File: config.mk
export PLATFORM = sky130hd
export DESIGN_NAME = complex_result_collector
export DESIGN_NICKNAME = d
export VERILOG_FILES = /design/src/rtl/complex_result_collector.sv
export SDC_FILE = /design/constraint.sdc
export NUM_CORES = 1
export LEC_CHECK = 0
export ABC_AREA = 1
export CAP_MARGIN = 20
export CORE_MARGIN = 2
export CORE_UTILIZATION = 58
export DETAILED_ROUTE_END_ITERATION = 16
export DONT_BUFFER_PORTS = 1
export PLACE_DENSITY = 0.85
export SLEW_MARGIN = 20
export SYNTH_ARGS = -nofsm -noshare
export SYNTH_HDL_FRONTEND = slang
export SYNTH_SLANG_ARGS = --single-unit
File: constraint.sdc
create_clock -name clk -period 5.1 [get_ports clk]
set_input_delay 0.51 -clock clk [delete_from_list [all_inputs] [get_ports clk]]
set_output_delay 0.51 -clock clk [all_outputs]
set_load 0.05 [all_outputs]
File: src/rtl/complex_result_collector.sv
// complex_result_collector
// Captures the non-stallable result stream of the complex ALU. Consecutive
// results are optionally summed into groups with per-component saturation.
// Finished sums are queued in a fall-through FIFO that drains over
// valid/ready. An in-flight counter produces a credit (issue_ok), so that no
// operation is launched unless its result is guaranteed a FIFO slot.
//
// Accumulator FSM
//   state  | meaning
//   S_IDLE | no group open; the next result starts a group (acc_len sampled)
//   S_ACC  | group open; cnt_q results already summed into acc_*_q
module complex_result_collector #(
   parameter int DATA_WIDTH = 16,
   parameter int ACC_WIDTH  = 24,
   parameter int DEPTH      = 8,
   parameter int LATENCY    = 8
) (
   input  logic                      clk,
   input  logic                      rst_n,
   input  logic [7:0]                acc_len,
   input  logic                      issue,
   output logic                      issue_ok,
   input  logic                      alu_valid,
   input  logic [2*DATA_WIDTH-1:0]   alu_result,
   output logic                      out_valid,
   input  logic                      out_ready,
   output logic [2*ACC_WIDTH-1:0]    out_data,
   input  logic                      flush,
   input  logic                      clear_err,
   output logic                      overflow,
   output logic                      underflow,
   output logic [$clog2(DEPTH):0]    occupancy
);

   localparam int PW = $clog2(DEPTH);
   localparam int OW = PW + 1;
   // Extra headroom lets issues beyond the credit be counted rather than lost.
   localparam int IW = $clog2(DEPTH + LATENCY + 1) + 1;
   localparam int LW = IW + 1;
   localparam logic [OW-1:0] FULL_CNT = OW'(DEPTH);
   localparam logic [IW-1:0] INF_MAX  = {IW{1'b1}};
   localparam logic [LW-1:0] LOAD_LIM = LW'(DEPTH);

   typedef enum logic {
      S_IDLE = 1'b0,
      S_ACC  = 1'b1
   } state_t;

   // Signed add of a sign-extended result onto an accumulator, clamped to the
   // ACC_WIDTH range. One guard bit is enough because both operands fit.
   function automatic logic [ACC_WIDTH-1:0] sat_add(
      input logic [ACC_WIDTH-1:0]  a,
      input logic [DATA_WIDTH-1:0] b
   );
      logic [ACC_WIDTH:0] s;
      s = {a[ACC_WIDTH-1], a} + {{(ACC_WIDTH + 1 - DATA_WIDTH){b[DATA_WIDTH-1]}}, b};
      if (s[ACC_WIDTH] != s[ACC_WIDTH-1])
         sat_add = s[ACC_WIDTH] ? {1'b1, {(ACC_WIDTH-1){1'b0}}}
                                : {1'b0, {(ACC_WIDTH-1){1'b1}}};
      else
         sat_add = s[ACC_WIDTH-1:0];
   endfunction

   state_t                 state_q;
   logic [7:0]             len_q;
   logic [7:0]             cnt_q;
   logic [ACC_WIDTH-1:0]   acc_re_q;
   logic [ACC_WIDTH-1:0]   acc_im_q;

   logic [7:0]             len_eff;
   logic [ACC_WIDTH-1:0]   base_re;
   logic [ACC_WIDTH-1:0]   base_im;
   logic [ACC_WIDTH-1:0]   sum_re;
   logic [ACC_WIDTH-1:0]   sum_im;
   logic                   push;
   logic [2*ACC_WIDTH-1:0] push_data;

   logic [2*ACC_WIDTH-1:0] mem_q [DEPTH];
   logic [PW-1:0]          wr_ptr_q;
   logic [PW-1:0]          rd_ptr_q;
   logic [OW-1:0]          count_q;
   logic [OW-1:0]          count_d;
   logic                   full;
   logic                   pop;
   logic                   wr_en;
   logic                   drop;

   logic [IW-1:0]          inflight_q;
   logic [IW-1:0]          inflight_d;
   logic [LW-1:0]          load;

   logic                   overflow_q;
   logic                   underflow_q;

   // Group sum datapath and completion detect; the first result of a group
   // is added onto zero so the same saturating adder serves both states.
   always_comb begin
      len_eff   = (acc_len == 8'd0) ? 8'd1 : acc_len;
      base_re   = (state_q == S_ACC) ? acc_re_q : '0;
      base_im   = (state_q == S_ACC) ? acc_im_q : '0;
      sum_re    = sat_add(base_re, alu_result[2*DATA_WIDTH-1:DATA_WIDTH]);
      sum_im    = sat_add(base_im, alu_result[DATA_WIDTH-1:0]);
      push_data = {sum_re, sum_im};
      push      = 1'b0;
      if (alu_valid && !flush) begin
         if (state_q == S_IDLE)
            push = (len_eff == 8'd1);
         else
            push = ((cnt_q + 8'd1) == len_q);
      end
   end

   // Accumulator FSM: opens, extends and closes groups; flush abandons a group.
   always_ff @(posedge clk or negedge rst_n) begin
      if (!rst_n) begin
         state_q  <= S_IDLE;
         len_q    <= 8'd1;
         cnt_q    <= 8'd0;
         acc_re_q <= '0;
         acc_im_q <= '0;
      end else if (flush) begin
         state_q <= S_IDLE;
      end else if (alu_valid) begin
         acc_re_q <= sum_re;
         acc_im_q <= sum_im;
         if (state_q == S_IDLE) begin
            len_q   <= len_eff;
            cnt_q   <= 8'd1;
            state_q <= (len_eff == 8'd1) ? S_IDLE : S_ACC;
         end else begin
            cnt_q   <= cnt_q + 8'd1;
            state_q <= push ? S_IDLE : S_ACC;
         end
      end
   end

   // FIFO control: a pop on a full FIFO makes room for a same-cycle push.
   always_comb begin
      full    = (count_q == FULL_CNT);
      pop     = out_valid && out_ready && !flush;
      wr_en   = push && (!full || pop);
      drop    = push && full && !pop;
      count_d = count_q;
      if (flush)
         count_d = '0;
      else if (wr_en && !pop)
         count_d = count_q + OW'(1);
      else if (!wr_en && pop)
         count_d = count_q - OW'(1);
   end

   // FIFO pointers and entry count; pointers wrap naturally at DEPTH.
   always_ff @(posedge clk or negedge rst_n) begin
      if (!rst_n) begin
         wr_ptr_q <= '0;
         rd_ptr_q <= '0;
         count_q  <= '0;
      end else begin
         count_q <= count_d;
         if (flush) begin
            wr_ptr_q <= '0;
            rd_ptr_q <= '0;
         end else begin
            if (wr_en)
               wr_ptr_q <= wr_ptr_q + PW'(1);
            if (pop)
               rd_ptr_q <= rd_ptr_q + PW'(1);
         end
      end
   end

   // FIFO storage; contents are only observable through a valid head.
   always_ff @(posedge clk) begin
      if (wr_en && !flush)
         mem_q[wr_ptr_q] <= push_data;
   end

   // In-flight bookkeeping; flush does not cancel operations already launched.
   always_comb begin
      inflight_d = inflight_q;
      if (issue && !alu_valid) begin
         if (inflight_q != INF_MAX)
            inflight_d = inflight_q + IW'(1);
      end else if (!issue && alu_valid) begin
         if (inflight_q != '0)
            inflight_d = inflight_q - IW'(1);
      end
   end

   // In-flight counter register.
   always_ff @(posedge clk or negedge rst_n) begin
      if (!rst_n)
         inflight_q <= '0;
      else
         inflight_q <= inflight_d;
   end

   // Sticky error flags; a new event in the clearing cycle keeps the flag set.
   always_ff @(posedge clk or negedge rst_n) begin
      if (!rst_n) begin
         overflow_q  <= 1'b0;
         underflow_q <= 1'b0;
      end else begin
         overflow_q  <= drop || (overflow_q && !clear_err);
         underflow_q <= (alu_valid && (inflight_q == '0)) || (underflow_q && !clear_err);
      end
   end

   // Every in-flight result is treated as a future FIFO entry.
   always_comb begin
      load     = LW'(count_q) + LW'(inflight_q);
      issue_ok = (load < LOAD_LIM);
   end

   assign out_valid = (count_q != '0);
   assign out_data  = out_valid ? mem_q[rd_ptr_q] : '0;
   assign occupancy = count_q;
   assign overflow  = overflow_q;
   assign underflow = underflow_q;

endmodule

==> results.py, run 1 <==
metrics = {
    "sta": {
        "max_freq_mhz": 251,
        "period_needed_ns": 3.99,
        "rsz0062_at_grt": "false",
        "slew_violations": 0,
        "tightestPinTransition_ns": 1.16,
        "hold_viol_final": 0,
        "slew-limit-headroom_pct": 22.2,
        "setup-violations-final": 0,
        "skew_ns": 0.0147,
        "post-route-period-util_pct": 78.2,
        "hold_slack_ns": 0.0406,
    },
    "worst_setup_path": {
        "criticalPathCategory": "flop to primary output",
        "slowest_delay_ns": 0.74,
        "crit_fanout": 92,
        "cp.arrival_ns": 3.48,
        "critPathLaunchType": "flop",
        "worst-path-buf-inv": 3,
        "crit_chain": "inv_4, buf_4, o21ai_0, o22ai_1, o21ai_0, a31oi_1, buf_4",
        "end_kind": "primary output",
        "cp_slowest_cell": "inv_4",
        "worstPathRequired_ns": 4.59,
        "cp_top_family": "buffers and inverters",
    },
    "place": {
        "placedCellCount": 2770,
        "dp_hpwl_um": 33300,
        "port_buffers": 0,
        "gp_congestion": 1.00,
    },
    "detailed_routing": {
        "vias": 17181,
        "drtPass1Iterations": 8,
        "vias_per_cell": 6.02,
        "drtAntennaViolNets": 0,
        "dr.first_iter.drc_count": 2088,
        "wl_per_cell_um": 20.1,
        "finalWirelength_um": 57500,
        "drc": 0,
    },
    "power_and_ir_drop": {
        "power_switching_w": 0.00496,
        "pwr-share-clk_pct": 25.3,
        "vdd_drop_max_v": 0.000523,
        "p_comb_share_pct": 35.5,
        "power_density_mw_per_mm2": 507,
        "internal_power_w": 0.00760,
        "leakagePower_nw": 10.0,
        "swShare_pct": 39.5,
        "p_seq_share_pct": 39.3,
    },
    "cts": {
        "numCtsBuffers": 44,
        "cts-root-buf": "clkbuf_16",
        "cts_resized": 0,
        "cts_tree": "yes",
        "clockBufferDepth": 3,
        "clk_pin_slew_worst_paths_ns": 0.06,
        "clock_latency_ns": 0.57,
        "cts.htree.levels": 2,
        "clock-sinks": 467,
    },
    "floorplan": {
        "dieArea_mm2": 0.0405,
        "die_w_um": 201,
        "start_util_pct": 58.5,
        "core-area_mm2": 0.0386,
        "die_h_um": 201,
        "io_pins": 103,
        "placement_rows": 72,
    },
    "cells_and_area": {
        "syn2layout_area_growth_pct": 9.86,
        "stdcell_count": 2855,
        "final_core_util_pct": 64.3,
        "drive_gt1_share_pct": 9.55,
        "nNetsFinal": 2413,
    },
    "global_route": {
        "antenna_found_initial": 2,
        "grtUsageTotal_pct": 28.5,
        "grt_overflow": 0,
        "grt_pass1_vias": 17032,
        "grt_max_degree": 151,
        "grt_first_pass_wirelength_um": 90500,
    },
    "outcome": {
        "outcome": "finished, final reports clean",
    },
    "flow_run": {
        "maxCapViolations": 0,
    },
    "logic_synthesis": {
        "synth.avg_cell_area_um2": 9.83,
        "synthFlopType": "edfxtp_1",
        "ys_warn_count": 0,
        "synth_nets": 2406,
        "ys_seq_area_share_pct": 60.3,
        "ys_types": 53,
        "synth_edf_count": 384,
        "syn_area_mm2": 0.0226,
        "syn_inst": 2294,
        "synthTopCellsByArea": "edfxtp_1 51%, dfrtp_1 9.1%, nand2_1 7.5%",
        "synth_top_area_share_pct": 51.1,
        "synthArstFlopShare_pct": 17.8,
        "synth_seq_cells": 467,
        "yosys.area.top_type": "edfxtp_1",
    },
    "hold_path": {
        "hold_class": "input port to flop",
    },
}
power groups by stage:
| stage | registers (W) | logic [W] | clock network [W] |
|---|---|---|---|
| after floorplan | 0.00489 | 0.00322 | 0 |
| after global placement | 0.00499 | 0.00420 | 0 |
| after detailed placement | 0.00499 | 0.00436 | 0 |
| after CTS | 0.00492 | 0.00441 | 0.00318 |
| after global routing | 0.00495 | 0.00482 | 0.00333 |
| final | 0.00493 | 0.00445 | 0.00317 |
cell families (layout without fill, tap and decap cells):
kind of cell | Yosys count | in the layout | share of synthesized area (%)
XOR/XNOR | 36 | 36 | 1.40
AND/OR/NAND/NOR | 995 | 995 | 18.6
multiplexers | 1 | 1 | 0.0499
buffers and inverters | 266 | 308 | 4.78
adder cells (fa/ha/maj) | 65 | 65 | 3.74
flip-flops | 467 | 467 | 60.3
other | 0 | 1 | 0
AO/OA/AOI/OAI | 464 | 464 | 11.1
final timing paths:
path	start	to	slack (ns)	cells past startpoint
max in group asynchronous	rst_n	rd_ptr_q[0]$_DFFE_PN0P_	4.17	2
min in group asynchronous	rst_n	acc_im_q[18]$_DFFE_PN0P_	0.56	2
setup / recovery	rd_ptr_q[0]$_DFFE_PN0P_	out_data[40]	1.11	7
hold reg to reg	len_q[1]$_DFFE_PN0P_	len_q[1]$_DFFE_PN0P_	0.48	2
hold / removal	alu_valid	state_q$_DFFE_PN0P_	0.04	1
setup reg to reg	state_q$_DFFE_PN0P_	acc_re_q[8]$_DFFE_PN0P_	1.41	17
per-layer routing:
metal | vias to the layer above | global-route usage (%) | part of all wire, % | wire length (µm)
li1 | 7887 | - | - | -
met1 | 8122 | 38.9 | 39 | 22200
met2 | 1019 | 44.7 | 46 | 26200
met3 | 149 | 6.38 | 12 | 7060
met4 | 4 | 11.5 | 3.4 | 1950
met5 | - | 0 | 0.040 | 23
state kept, by name, summed over array words and instances, names as in the netlist:
name	flops
acc_im_q	24
overflow	1
acc_re_q	24
state_q	1
occupancy	4
inflight_q	6
mem_q	384
cnt_q	8
wr_ptr_q	3
rd_ptr_q	3
len_q	8
underflow	1
Yosys cell counts, types with 3 or more instances:
cell	n
a21o_1	3
a21oi_1	52
a21oi_2	3
a31oi_1	48
buf_1	6
buf_2	17
buf_6	3
clkbuf_1	74
dfrtp_1	82
edfxtp_1	384
fa_1	4
ha_1	61
inv_1	152
inv_2	8
nand2_1	452
nand2_2	23
nand2_4	14
nand3_1	67
nand4_1	18
nor2_1	379
nor2_2	7
nor3_1	15
nor4_1	3
o21ai_0	283
o21ai_1	7
o21bai_1	3
o22ai_1	56
or2_2	3
xnor2_1	13
xor2_1	23
per-stage QoR:
stage / setup TNS, ns / total power [W] / area, µm² / setup WS, ns
after detailed placement: 0 / 0.00935 / 23300 / 1.47
after CTS: 0 / 0.0125 / 24700 / 1.05
after global routing: 0 / 0.0131 / 24800 / 0.836
after floorplan: -168.26 / 0.00810 / 22600 / -0.442
after global placement: 0 / 0.00918 / 23300 / 1.58
final: 0 / 0.0126 / 24800 / 1.11
repair_timing:
item                                   CTS  global route
endpoints found under the hold margin   83             0
hold buffers                             2             0
buffers inserted                         0             0
cells in the final DEF (no fill, tap or decap), types with 44 or more instances in the layout:
master / synthesis / layout
inv_1: 152 / 151
ha_1: 61 / 61
o22ai_1: 56 / 56
nand3_1: 67 / 67
a21oi_1: 52 / 52
clkbuf_16: 0 / 45
nand2_1: 452 / 451
edfxtp_1: 384 / 384
o21ai_0: 283 / 283
dfrtp_1: 82 / 79
nor2_1: 379 / 378
a31oi_1: 48 / 44
buf_4: 2 / 59
final cells by class:
cell class	instances	area, µm²
tap	518	648
timing repair buffer	65	568
antenna	1	2.50
clock inverter	21	168
clock buffer	60	1220
inverter	162	611
sequential	467	13600
multi-input combinational	1561	7940
fill	2858	13800
Note: power is estimated with default switching activity, not from simulation.
==> run 2, diff against run 1 <==
- CORE_UTILIZATION: 58 -> 60
- clock period: 5.1 -> 4.1 ns (I/O delays scaled with it)
==> results.py, run 2 (synthesis results as in run 1) <==
metrics = {
    "outcome": {
        "outcome": "finished, final reports clean",
    },
    "global_route": {
        "grt_first_pass_wirelength_um": 90700,
        "antenna_found_initial": 3,
        "grt_overflow": 0,
        "grt_pass1_vias": 16816,
        "grtUsageTotal_pct": 30.2,
        "grt_max_degree": 112,
    },
    "cts": {
        "hold_buffers": 8,
        "cts_tree": "yes",
        "numCtsBuffers": 45,
        "cts_resized": 0,
        "post_cts_buffers": 0,
        "cts.htree.levels": 2,
        "clock_latency_ns": 0.57,
        "clk_pin_slew_worst_paths_ns": 0.06,
        "clockBufferDepth": 3,
        "clock-sinks": 467,
        "cts-root-buf": "clkbuf_16",
    },
    "place": {
        "dp_hpwl_um": 34600,
        "gp_congestion": 0.995,
        "port_buffers": 0,
        "postPlaceCellArea_mm2": 0.0235,
    },
    "sta": {
        "hold_viol_final": 0,
        "slew_violations": 0,
        "hold_slack_ns": 0.0104,
        "max_freq_mhz": 263,
        "slew-limit-headroom_pct": 32.2,
        "skew_ns": 0.0218,
        "fin_setup_tns_ns": 0,
        "setup-violations-final": 0,
        "tightestPinTransition_ns": 1.02,
        "period_needed_ns": 3.81,
        "rsz0062_at_grt": "false",
        "post-route-period-util_pct": 92.9,
    },
    "worst_setup_path": {
        "crit_end": "mem_q[7][8]$_DFFE_PP_",
        "worstReg2RegEnd": "mem_q[7][8]$_DFFE_PP_",
        "crit_chain": "nand2_1, inv_1, ha_1, fa_1, nand2_1, a21oi_2, nand2_1, nand2_1, nand2_1, nand3_1, nand2_1, nand2_2, nand2_2, o21ai_0, nand2_1",
        "rrSetupSlack_ns": 0.29,
        "criticalPathCategory": "flop to flop",
        "cp.arrival_ns": 4.04,
        "timing.rr.start": "state_q$_DFFE_PN0P_",
        "crit_top_cell": "nand2_1",
        "worstPathRequired_ns": 4.34,
        "crit_fanout": 27,
        "end_kind": "flop",
        "reg2reg_depth": 15,
        "cp_slowest_cell": "dfrtp_2",
        "critPathLaunchType": "flop",
        "slowest_delay_ns": 0.79,
        "startpoint": "state_q$_DFFE_PN0P_",
    },
    "cells_and_area": {
        "final_cell_mix": "451 x nand2_1, 384 x edfxtp_1, 378 x nor2_1",
        "reg_top3": "mem_q (384), acc_im_q (24), acc_re_q (24)",
        "regArea_mm2": 0.0136,
        "multi_input_area_mm2": 0.00792,
        "nNetsFinal": 2435,
        "largest_register": "mem_q",
        "largest_reg_flops": 384,
        "syn2layout_area_growth_pct": 11.4,
        "drive_gt1_share_pct": 10.0,
        "fillCellCount": 2607,
        "finish.instance_area_mm2": 0.0251,
        "final_common_cell": "nand2_1",
    },
    "detailed_routing": {
        "dr.first_iter.drc_count": 2119,
        "drc": 0,
        "wl_per_cell_um": 20.6,
        "drtAntennaViolNets": 0,
        "finalWirelength_um": 58300,
        "vias": 17398,
        "drtPass1Iterations": 6,
        "vias_per_cell": 6.13,
    },
    "power_and_ir_drop": {
        "vdd_drop_max_v": 0.000470,
        "leakagePower_nw": 10.2,
        "power_density_mw_per_mm2": 636,
    },
    "floorplan": {
        "core-area_mm2": 0.0373,
        "dieArea_mm2": 0.0392,
        "die_h_um": 198,
        "die_w_um": 198,
        "placement_rows": 71,
        "io_pins": 103,
        "start_util_pct": 60.4,
    },
    "hold_path": {
        "hold_class": "input port to flop",
    },
    "flow_run": {
        "maxCapViolations": 0,
    },
}
-- run 2: worst min-delay path by stage --
stage                     from                   endpoint  slack [ns]  cells after the start
global route        acc_len[2]       len_q[2]$_DFFE_PN0P_        0.01                      2
global placement         rst_n  inflight_q[3]$_DFFE_PN0P_        0.12                      0
CTS                 acc_len[5]       len_q[5]$_DFFE_PN0P_       0.002                      2
finish              acc_len[1]       len_q[1]$_DFFE_PN0P_        0.01                      2
floorplan                rst_n    acc_im_q[0]$_DFFE_PN0P_        0.11                      0
detailed placement       rst_n   acc_im_q[13]$_DFFE_PN0P_        0.12                      0
-- run 2: per-stage QoR --
step,setup WS (ns),instances,total power [W],utilization [%]
floorplan,-1.44,2294,0.0101,-
global placement,0.629,2742,0.0116,63.0
detailed placement,0.420,2742,0.0118,63.0
CTS,0.403,2833,0.0159,67.3
global route,0.113,2833,0.0167,67.3
finish,0.293,2836,0.0160,67.3
-- run 2: final cells by class --
| class | count | area share (%) |
|---|---|---|
| Sequential cell | 467 | 54.2 |
| Multi-Input combinational cell | 1561 | 31.5 |
| Clock buffer | 62 | 4.98 |
| Timing Repair Buffer | 86 | 3.52 |
| Inverter | 162 | 2.43 |
| Tap cell | 474 | 2.36 |
| Clock inverter | 21 | 0.966 |
| Antenna cell | 3 | 0.0299 |
-- run 2: report_power, final --
group          total [W]  internal (W)  switching [W]  leakage (nW)
logic            0.00572       0.00157        0.00414          5.01
registers        0.00610       0.00579       0.000305          4.47
clock network    0.00417       0.00241        0.00176         0.736
-- run 2: worst max-delay path, delay by kind of cell (launching register included) --
family	cells	cell delay, ns
fa+ha+maj	2	0.40
compound gates	2	0.60
simple gates	10	1.53
buf+inv	1	0.11
flops	1	0.79
-- run 2: routing by layer --
layer | wire [µm] | part of all wire, % | global-route usage, % | up-vias
li1 | - | - | - | 7943
met1 | 22300 | 38 | 41.4 | 8260
met5 | 21 | 0.036 | 0 | -
met3 | 6970 | 12 | 6.42 | 156
met2 | 27000 | 46 | 47.7 | 1035
met4 | 2040 | 3.5 | 11.6 | 4
